### config.mk
export PLATFORM = sky130hd
export DESIGN_NAME = cdm16_alu_core
export DESIGN_NICKNAME = d
export VERILOG_FILES = /design/src/rtl/cdm16_alu_core.sv
export SDC_FILE = /design/constraint.sdc
export NUM_CORES = 1
export LEC_CHECK = 0
export ABC_AREA = 1
export BUFFER_PORTS_ARGS = -buffer_cell sky130_fd_sc_hd__buf_2
export CORE_ASPECT_RATIO = 2
export CORE_MARGIN = 2
export CORE_UTILIZATION = 30
export CTS_BUF_LIST = sky130_fd_sc_hd__clkbuf_4 sky130_fd_sc_hd__clkbuf_8 sky130_fd_sc_hd__clkbuf_16
export CTS_CLUSTER_SIZE = 28
export DETAILED_ROUTE_END_ITERATION = 7
export PLACE_DENSITY_LB_ADDON = 0.3
export SETUP_SLACK_MARGIN = 0.05
export SLEW_MARGIN = 20
export SYNTH_ARGS = -nofsm -noshare
export SYNTH_HDL_FRONTEND = slang
export SYNTH_SLANG_ARGS = --single-unit
### constraint.sdc
create_clock -name input_clock -period 12.2 [get_ports input_clock]
set_input_delay 2.44 -clock input_clock [delete_from_list [all_inputs] [get_ports input_clock]]
set_output_delay 2.44 -clock input_clock [all_outputs]
set_load 0.03 [all_outputs]
### src/rtl/cdm16_alu_core.sv
// cdm16_alu_core
//   16-bit datapath ALU of the CdM-16 core. It produces a combinational result
//   and CVZN flags for busD, the memory address output and the PS flag update.
//   It also keeps a registered copy of the flags, which is loaded on a latch strobe.
//
// Ports
//   input_clock    rising-edge clock for flags_q
//   reset          synchronous, active-high; clears flags_q
//   A, B           operands (bus0, bus1)
//   Cin            carry in (PS.C for ADC/SBC, or +1 for address increment)
//   op_type        operation class: 0 logic, 1 arith, 2 shift, 3 extend,
//                  4-7 add (address path)
//   func           function within the class
//   shif_count_ni  shift count minus one (0 -> 1 place, 7 -> 8 places)
//   flags_latch    load flags_q from CVZN on this edge
//   S              result (combinational)
//   CVZN           {C,V,Z,N} flags (combinational)
//   flags_q        registered CVZN
module cdm16_alu_core #(
    parameter int WIDTH = 16
) (
    input  logic             input_clock,
    input  logic             reset,
    input  logic [WIDTH-1:0] A,
    input  logic [WIDTH-1:0] B,
    input  logic             Cin,
    input  logic [2:0]       op_type,
    input  logic [2:0]       func,
    input  logic [2:0]       shif_count_ni,
    input  logic             flags_latch,
    output logic [WIDTH-1:0] S,
    output logic [3:0]       CVZN,
    output logic [3:0]       flags_q
);

    logic [3:0]  n;
    logic [4:0]  n16;
    logic [4:0]  n17;

    logic [15:0] x;
    logic [15:0] y;
    logic [16:0] sum;
    logic        arith_v;

    logic [16:0] shl_w;
    logic [16:0] shr_w;
    logic [16:0] sra_w;
    logic [15:0] rol_w;
    logic [15:0] ror_w;
    logic [16:0] rc;
    logic [16:0] rcl_w;
    logic [16:0] rcr_w;

    logic [15:0] res;
    logic        c_flag;
    logic        v_flag;

    assign n   = {1'b0, shif_count_ni} + 4'd1;
    assign n16 = 5'd16 - {1'b0, n};
    assign n17 = 5'd17 - {1'b0, n};

    // Adder operand selection. Classes other than ARITH fall through to
    // A+B+Cin, which is what the address path uses for op_type 4-7.
    always_comb begin
        x = A;
        y = B;
        if (op_type == 3'd1) begin
            case (func)
                3'd1:    y = ~B;
                3'd2:    x = ~A;
                3'd3:    y = 16'h0000;
                3'd4:    y = 16'hFFFF;
                default: ;
            endcase
        end
    end

    assign sum     = {1'b0, x} + {1'b0, y} + {16'd0, Cin};
    assign arith_v = (x[15] == y[15]) && (sum[15] != x[15]);

    // Each shift keeps one extra bit so that the last bit shifted out lands
    // in a known position and becomes C.
    assign shl_w = {1'b0, A} << n;
    assign shr_w = {A, 1'b0} >> n;
    assign sra_w = $signed({A, 1'b0}) >>> n;
    assign rol_w = (A << n) | (A >> n16);
    assign ror_w = (A >> n) | (A << n16);

    // RCL/RCR rotate the 17-bit value {Cin, A}.
    assign rc    = {Cin, A};
    assign rcl_w = (rc << n) | (rc >> n17);
    assign rcr_w = (rc >> n) | (rc << n17);

    always_comb begin
        res    = 16'h0000;
        c_flag = 1'b0;
        v_flag = 1'b0;
        case (op_type)
            3'd0: begin
                case (func)
                    3'd0: res = A & B;
                    3'd1: res = A | B;
                    3'd2: res = A ^ B;
                    3'd3: res = A & ~B;
                    3'd4: res = A;
                    3'd5: res = B;
                    3'd6: res = ~A;
                    3'd7: res = ~B;
                endcase
            end
            3'd2: begin
                case (func)
                    3'd1:    begin res = shr_w[16:1]; c_flag = shr_w[0];  end
                    3'd2:    begin res = sra_w[16:1]; c_flag = sra_w[0];  end
                    3'd3:    begin res = rol_w;       c_flag = rol_w[0];  end
                    3'd4:    begin res = ror_w;       c_flag = ror_w[15]; end
                    3'd5:    begin res = rcl_w[15:0]; c_flag = rcl_w[16]; end
                    3'd6:    begin res = rcr_w[15:0]; c_flag = rcr_w[16]; end
                    default: begin res = shl_w[15:0]; c_flag = shl_w[16]; end
                endcase
            end
            3'd3: begin
                case (func)
                    3'd0:    res = {{8{A[7]}}, A[7:0]};
                    3'd1:    res = {8'h00, A[7:0]};
                    3'd2:    res = {A[7:0], A[15:8]};
                    default: res = A;
                endcase
            end
            default: begin
                res    = sum[15:0];
                c_flag = sum[16];
                v_flag = arith_v;
            end
        endcase
    end

    assign S    = res;
    assign CVZN = {c_flag, v_flag, (res == 16'h0000), res[15]};

    always_ff @(posedge input_clock) begin
        if (reset)
            flags_q <= 4'b0000;
        else if (flags_latch)
            flags_q <= CVZN;
    end

endmodule

* Word level (Yosys, flattened, before mapping)
Index checks and enable logic that the tools add are counted.
** Cells by class
- Bitwise gates (word level) :: 10
- Add/sub/neg operators :: 5
- Shift-type cells :: 11
- Mux-type cells :: 11
- Equality and inequality tests :: 12
- Reduce and logical (&&, ||, !) cells :: 6
** Operator list (number)
- 16-bit case mux with 3 select lines :: 3
- 16-bit case mux with 8 select lines :: 1
- 16-bit case mux with 6 select lines :: 1
- 16-bit two-way mux :: 3
- 16-bit OR :: 3
- 17-bit OR :: 2
- 17-bit by 4-bit right shift with 17-bit output :: 2
- 16-bit bitwise AND :: 2
- 16-bit NOT :: 2
- 16-bit by 16-bit adder with 17-bit output :: 1
- 17-bit by 1-bit adder with 17-bit output :: 1
- 16-bit by 4-bit left shift with 17-bit output :: 1
- 17-bit by 4-bit left shift with 17-bit output :: 1
- 17-bit by 5-bit left shift with 17-bit output :: 1
- 17-bit by 5-bit right shift with 17-bit output :: 1
- 17-bit by 4-bit >>> shifter with 17-bit output :: 1
- 16-bit zero test :: 1
- 16-bit by 4-bit left shift with 16-bit output :: 1
- 16-bit by 5-bit left shift with 16-bit output :: 1
- 16-bit by 4-bit right shift with 16-bit output :: 1
- 16-bit by 5-bit right shift with 16-bit output :: 1
- 16-bit XOR :: 1
- 3-bit by 2-bit == test with 1-bit output (second input constant) :: 4
- 3-bit == test (second input constant) :: 4
- other kinds (12) :: 15
** Storage, ports and cells
- Word-level logic and storage cells :: 56
- Input bits :: 45
- Output and inout port bits :: 24
- Bits in registers :: 4

* Longest topological paths before layout
Gate-level depths: netlist of run 1.
- Word-level depth :: 8
- Gate-level depth with buffers :: 28
- Gate-level depth less buffers :: 26

* Worst setup path before layout of run 1
OpenSTA, ideal clock, no wires.
- Kind :: input to output
- Start :: input func[1]
- End :: output CVZN[1]
- Arrival :: 6018 ps
- Slack :: 3742 ps
- Cell stages on the path :: 25
- Buffers on the path :: 1
- Data required time :: 9760 ps
- Cell sequence :: inv_1 -> nor2_1 -> nand2_1 -> inv_2 -> buf_2 -> ha_1 -> o21ai_0 -> fa_1 -> inv_1 -> fa_1 -> nand3_1 -> nand2_1 -> a21boi_0 -> o21ai_0 -> inv_1 -> nor2_1 -> nor2_1 -> nand2_1 -> nand3_1 -> nand3_1 -> nor2_1 -> nand2_1 -> nor2_1 -> nand2_1 -> inv_1
** Between the ends
- Word-level cells in the longest chain between the ends :: 7
- Elaborated cells between the ends (all ways) :: 19
- Classes of those cells :: add/sub: 2; eq/ne: 7; mux: 8; reduce/logical: 2
** Ends and longest elaborated chain
- from (decl) :: RTL line 28 : input logic [2:0] func,
- 3-bit == test, or another cell as far along :: RTL line 68, 100, 112
- 16-bit case mux with 3 select lines or 16-bit two-way mux (tied branches) :: RTL line 68 : case (func)
- 16-bit two-way mux :: RTL line 67 : if (op_type == 3'd1) begin
- 16-bit by 16-bit adder with 17-bit output :: RTL line 78 : assign sum = {1'b0, x} + {1'b0, y} + {16'd0, Cin};
- 17-bit by 1-bit adder with 17-bit output :: RTL line 78
- 16-bit case mux with 3 select lines (*) :: RTL line 98 : case (op_type)
- named net S[10] :: RTL line 31 : output logic [WIDTH-1:0] S,
- 16-bit zero test (*) :: RTL line 139 : assign CVZN = {c_flag, v_flag, (res == 16'h0000), res[15]};
- to (decl) :: RTL line 32 : output logic [3:0] CVZN,
Mark *: on every way through the listed nets, which the timed path passes. The rest lies on a longest branch.

* Final worst setup path of run 1
- Start :: input func[2]
- End :: output CVZN[1]
** Between the ends
- Word-level cells in the longest chain between the ends :: 7
- Elaborated cells between the ends (all ways) :: 19
- Classes of those cells :: add/sub: 2; eq/ne: 7; mux: 8; reduce/logical: 2
** Ends and longest elaborated chain (RTL line)
- 3-bit == test, or another cell as far along :: 68, 100, 112
- 16-bit case mux with 3 select lines or 16-bit two-way mux (tied branches) :: 68
- 16-bit two-way mux :: 67
- 16-bit by 16-bit adder with 17-bit output :: 78
- 17-bit by 1-bit adder with 17-bit output :: 78
- 16-bit case mux with 3 select lines (*) :: 98
- 16-bit zero test (*) :: 139
Every way passes the cells marked *; elsewhere a longest branch is shown, timed or not.

==> results of run 1 <==
layout make-up:
cell class | count | area (sq um)
well taps | 348 | 435
repair buffers | 84 | 460
flip-flops and latches | 4 | 80.1
fillers | 3240 | 18200
multi-input cells | 1453 | 7060
inverters | 138 | 518
clock buffers | 3 | 75.1
per-layer routing:
metal | share of wire [%] | track usage [%]
met1 | 30 | 36.0
met5 | 0 | 0
met3 | 7.8 | 6.02
met2 | 49 | 66.2
met4 | 13 | 35.7
Yosys cell counts (7+ instances only):
cell type	n
clkbuf_1	33
o211ai_1	7
a31oi_1	11
nand2_1	639
inv_1	129
nand2_2	17
or2_2	8
o21ai_0	125
nor2_1	96
buf_6	7
o22ai_1	8
ha_1	48
buf_2	28
inv_2	7
o21ai_1	9
a21oi_1	81
buf_4	14
a22oi_1	9
nand3_1	329
cell usage in the layout, fill, tap and decap left out, types with 2 or more instances in the layout:
master     count
nand2_1      639
nand3_1      329
inv_1        129
o21ai_0      123
nor2_1        96
a21oi_1       81
buf_2         68
ha_1          48
nand2_2       17
buf_4         16
a31oi_1       11
o21ai_1       10
a22oi_1        9
or2_2          8
o22ai_1        8
inv_2          7
o211ai_1       7
nand4_1        6
a21boi_0       6
o31ai_1        5
a211oi_1       5
o311ai_0       5
nor3_1         4
dfxtp_1        4
nand3_2        3
nand2_4        3
o21bai_1       3
xor2_1         3
nand3b_1       3
o221ai_1       3
o2111ai_1      3
clkbuf_16      3
nand3_4        2
and3_1         2
clkinv_1       2
fa_1           2
path summary, 6_finish.rpt:
| path | end | cells after the start | slack (ns) | startpoint |
|---|---|---|---|---|
| setup / recovery | CVZN[1] | 21 | 2.06 | func[2] |
| hold / removal | flags_q[1]$_SDFFE_PP0P_ | 2 | 0.53 | flags_q[1]$_SDFFE_PP0P_ |
| setup reg to reg | flags_q[3]$_SDFFE_PP0P_ | 4 | 11.52 | flags_q[3]$_SDFFE_PP0P_ |
| hold reg to reg | flags_q[1]$_SDFFE_PP0P_ | 2 | 0.53 | flags_q[1]$_SDFFE_PP0P_ |
worst max-delay path: stages:
cell and delay [ns]:
buf_2 0.26, inv_1 0.37, nand2_1 0.36, inv_2 0.81
ha_1 0.39, nand2_1 0.06, o21ai_0 0.10, ha_1 0.45
a21oi_1 0.30, nor2_1 0.07, a211oi_1 0.56, nand3_1 0.23
or2_2 0.33, nand3_1 0.09, nand3_1 0.12, nor2_1 0.12
nand2_1 0.10, nor2_1 0.11, nand2_1 0.12, inv_1 0.07
buf_2 0.19
report_power, final:
group | internal, mW | switching (mW) | total, mW
registers | 0.0142 | 0.000493 | 0.0147
clock network | 0.0419 | 0.00946 | 0.0513
logic | 0.144 | 0.413 | 0.557
logic make-up (layout without fill, tap and decap cells):
family          after synthesis  in the layout  synth area share [%]
compound gates              283            283                  19.4
xor+xnor                      3              3                 0.323
fa+ha+maj                    50             50                  7.87
buf+inv                     227            225                  12.3
flops                         4              4                 0.984
simple gates               1117           1117                  59.1
==> metrics.txt, run 1 <==
Pre-antenna DRT Iters=7; post-synth top area share=between 20% and 30%; Vias/cell=between 6 and 7; Placed Instance Area=approximately 8600 sq um; final hold viol count=0; Num CTS Buffers=3; vias in the first global route=between 10000 and 15000; CP Class=input pin to primary output; Row Count=85; final worst setup slack=approximately 2 ns; Worst-path clk slew=0.03 ns; headroom to the max-slew limit=roughly a quarter; top cells by area, synth=nand2_1 (29%), nand3_1 (20%), o21ai_0 (7.7%); Async SR Flop Fraction=0%; Slew Viols, Final=0; Lkg Pwr=4.67 nW; Achievable Freq=about 100 MHz; Die Wd=approximately 120 um; DR iter-0 viols=approximately 1400; RD Place Congestion=between 1 and 1.5; Placed Cells incl. Taps=2027; synth unique cells=47; dpl hpwl=between 40 and 50 mm; diodes inserted=0; WL final=roughly 55 mm; largest net degree at the start of global routing=54; Hold Buf Count CTS=0; Die Y=around 240 um; TritonCTS clock tree=done; Reg with most FFs=flags_q; critical path arrival=approximately 7.7 ns; CTS H-tree depth=1; CP max FO=roughly 50; clock sink count=4; synth-to-layout area growth=6.01%; Seq/Total Area, Yosys=less than 1%; Final Core Density=around a third; average cell area after synthesis=4.83 sq um; Yosys top cell by area=nand2_1; IO Port Bufs=slightly below 70; run status=finished, final reports clean; routed len/inst=around 27 um; Synth Flop Type=dfxtp_1; global route total overflow=0; VDD IR max=between 0.00005 and 0.00006 V; core box area=between 20000 and 30000 sq um; max reg flops=4; Worst-Margin Slew=between 1 and 1.5 ns; Resized cells post-CTS=0; share of cells above drive strength 1=7.91%; DRC viols=0; Startpoint Class=input pin; Detail Route Antenna Nets=0; final-stage net count=between 1500 and 2000; total track usage=37.5%; fin cells=2030; Largest regs=flags_q (4); Worst EP required=between 9 and 10 ns; final setup fails=0; Worst-Skew Late Latency=between 0.2 and 0.25 ns; die area=between 20000 and 30000 sq um; Ys Warns=0; Tcrit/Tclk final=between 80 and 90%; final setup TNS=0 ns; synthesized cell area=about 8100 sq um; CP endpoint kind=primary output; RSZ-0062 raised after global routing=no; Setup Fix Bufs, Post-CTS=0; HP Class=flip-flop to flip-flop; FF+latch count, synth=4; io pins=69; Final min period=around 10 ns; Pwr Density=around 72 nW/um^2; vias=approximately 12000; Power, Total=between 0.6 and 0.7 mW; Clock Skew=0 ns; Mapped Cells=between 1500 and 2000; Final Instance Area=~8600 sq um; Clock Path Buffers=2; Post-synth EDFFs=0; MaxCap Viol Count=0; initial antenna violation count=0; Setup WS pre-CTS=between 2 and 2.5 ns; first-pass GRT wire length=around 79 mm; Post-Syn Nets=around 1800; Starting Density=a little under a third; Root Buffer=clkbuf_16; final hold slack=around 0.53 ns
Power figures use the tool's default switching activity.
==> inputs of run 2 (changes only) <==
==> constraint.sdc (replaced) <==
create_clock -name input_clock -period 9.9 [get_ports input_clock]
set_input_delay 1.98 -clock input_clock [delete_from_list [all_inputs] [get_ports input_clock]]
set_output_delay 1.98 -clock input_clock [all_outputs]
set_load 0.03 [all_outputs]
==> metrics.txt, run 2 (synthesis gave the netlist of run 1 again) <==
run status=finished, final reports clean (unchanged); Worst-Skew Late Latency=0.23 ns (was 0.22 ns); Num CTS Buffers=3 (unchanged); Starting Density=30.4% (unchanged); Pwr Density=89.3 nW/um^2 (was 72.3 nW/um^2); Die Y=237 um (unchanged); highest-count cells in the layout ignoring fill and taps=nand2_1 (639), nand3_1 (329), inv_1 (129), o21ai_0 (124), nor2_1 (96) (was nand2_1 (639), nand3_1 (329), inv_1 (129), o21ai_0 (123), nor2_1 (96)); final-stage net count=1782 (was 1779); Startpoint Class=input pin (unchanged); io pins=69 (unchanged); CTS H-tree depth=1 (unchanged); Worst R2R Path Depth=4 (unchanged); critical-path cell list=buf_2, inv_1, nor2_1, nand2_1, inv_2, buf_4, ha_1, nand2_1, o21ai_0, ha_1, nand2_1, nor2_1, a211oi_1, nand3_1, or2_2, nand3_1, nand3_1, nor2_1, nand2_1, nor2_1, nand2_1, inv_1, buf_2 (was buf_2, inv_1, nand2_1, inv_2, ha_1, nand2_1, o21ai_0, ha_1, a21oi_1, nor2_1, a211oi_1, nand3_1, or2_2, nand3_1, nand3_1, nor2_1, nand2_1, nor2_1, nand2_1, inv_1, buf_2); DRC viols=0 (unchanged); Achievable Freq=between 100 and 150 MHz; WL final=54.1 mm (was 54.5 mm); Hold Buf Count CTS=0 (unchanged); fill count=3305 (was 3240); final worst setup slack=1.27 ns (was 2.06 ns); max reg flops=4 (unchanged); Pre-antenna DRT Iters=6 (was 7); Worst EP required=7.92 ns (was 9.76 ns); headroom to the max-slew limit=23.5% (was 24.0%); Row Count=85 (unchanged); Reg with most FFs=flags_q (unchanged); cell mode on critical path=nand2_1 (unchanged); Hold Path Depth=2 (unchanged); VDD IR max=0.0000596 V (was 0.0000554 V); final hold viol count=0 (unchanged); Die Wd=120 um (unchanged); CP endpoint kind=primary output (unchanged); total track usage=37.0% (was 37.5%); DR iter-0 viols=1202 (was 1352); RD Place Congestion=1.09 (was 1.06); CP max-delay cell=inv_2 (unchanged); vias=12303 (was 12302); Slew Viols, Final=0 (unchanged); critical path arrival=6.65 ns (was 7.70 ns); largest net degree at the start of global routing=53 (was 54); core box area=26800 sq um (unchanged); routed len/inst=26.6 um (was 26.9 um); Tcrit/Tclk final=approximately 87%; Clock Path Buffers=2 (unchanged); global route total overflow=0 (unchanged); Largest regs=flags_q (4) (unchanged); Resized cells post-CTS=0 (unchanged); Clock Skew=0 ns (unchanged); CP max FO=31 (was 49); CP Class=input pin to primary output (unchanged); die area=28500 sq um (unchanged); share of cells above drive strength 1=8.07% (was 7.91%); HP Class=flip-flop to flip-flop (unchanged); vias in the first global route=12060 (was 11940); Lkg Pwr=4.68 nW (was 4.67 nW); RSZ-0062 raised after global routing=no (unchanged); clock sink count=4 (unchanged); TritonCTS clock tree=done (unchanged); slowest stage delay, CP=0.60 ns (was 0.81 ns); Final min period=~8.6 ns; Final Core Density=32.3% (was 32.2%); initial antenna violation count=0 (unchanged); Setup WS pre-CTS=1.37 ns (was 2.23 ns); Detail Route Antenna Nets=0 (unchanged); final setup fails=0 (unchanged); MaxCap Viol Count=0 (unchanged); dpl hpwl=42.1 mm (was 42.0 mm); diodes inserted=0 (unchanged); Power, Total=0.773 mW (was 0.623 mW); final setup TNS=0 ns (unchanged); Worst-path clk slew=0.03 ns (about the same); Setup Fix Bufs, Post-CTS=0 (unchanged); commonest non-fill, non-tap cell in the layout=nand2_1 (unchanged); first-pass GRT wire length=77.7 mm (was 78.8 mm); IO Port Bufs=68 (unchanged); synth-to-layout area growth=6.29% (was 6.01%); Worst-Margin Slew=1.14 ns (about the same); Vias/cell=6.05 (was 6.06); Root Buffer=clkbuf_16 (unchanged)
run 2: cell count changes in the layout (fill, tap and decap cells not counted):
| cell | before | now |
|---|---|---|
| buf_4 | 16 | 19 |
| o21ai_0 | 123 | 124 |
| o21ai_1 | 10 | 9 |
run 2: power breakdown:
group	internal, mW	switching, mW	leakage (nW)
combinational	0.179	0.512	4.61
clock	0.0517	0.0120	0.0370
sequential	0.0175	0.000686	0.0331
total	0.248	0.525	4.68
run 2: worst paths after layout:
| path | startpoint | end | slack, ns |
|---|---|---|---|
| worst max-delay path | func[1] | CVZN[1] | 1.27 |
| worst min-delay path | flags_q[1]$_SDFFE_PP0P_ | flags_q[1]$_SDFFE_PP0P_ | 0.54 |
| worst max register to register | flags_q[0]$_SDFFE_PP0P_ | flags_q[0]$_SDFFE_PP0P_ | 9.22 |
| worst min register to register | flags_q[1]$_SDFFE_PP0P_ | flags_q[1]$_SDFFE_PP0P_ | 0.54 |
run 2: layout make-up:
class	instances	area [sq um]	share of cell area, %
clock buffers	3	75.1	0.868
inverters	138	518	5.99
well taps	348	435	5.03
multi-input cells	1453	7060	81.6
flip-flops and latches	4	80.1	0.926
repair buffers	87	483	5.58
run 2: per-stage QoR:
step / cells / instance area [sq um] / hold slack (ns)
4_1_cts: 2033 / 8650 / 0.537
6_report: 2033 / 8650 / 0.536
3_5_place_dp: 2030 / 8580 / 0.527
5_1_grt: 2033 / 8650 / 0.563
2_1_floorplan: 1684 / 8140 / 0.644
3_3_place_gp: 2030 / 8580 / 0.507
run 2: metal layers:
metal	up-vias	GRT usage, %	wire length [um]
met2	759	66.4	26700
met5	-	0	0
li1	5628	-	-
met3	295	3.83	3590
met4	0	35.5	6780
met1	5621	35.7	17000
run 2: worst max-delay path: cells and delay by family:
| family | cells | cell delay, ns |
|---|---|---|
| buf+inv | 6 | 1.43 |
| fa+ha+maj | 2 | 0.68 |
| simple gates | 13 | 1.95 |
| compound gates | 2 | 0.58 |
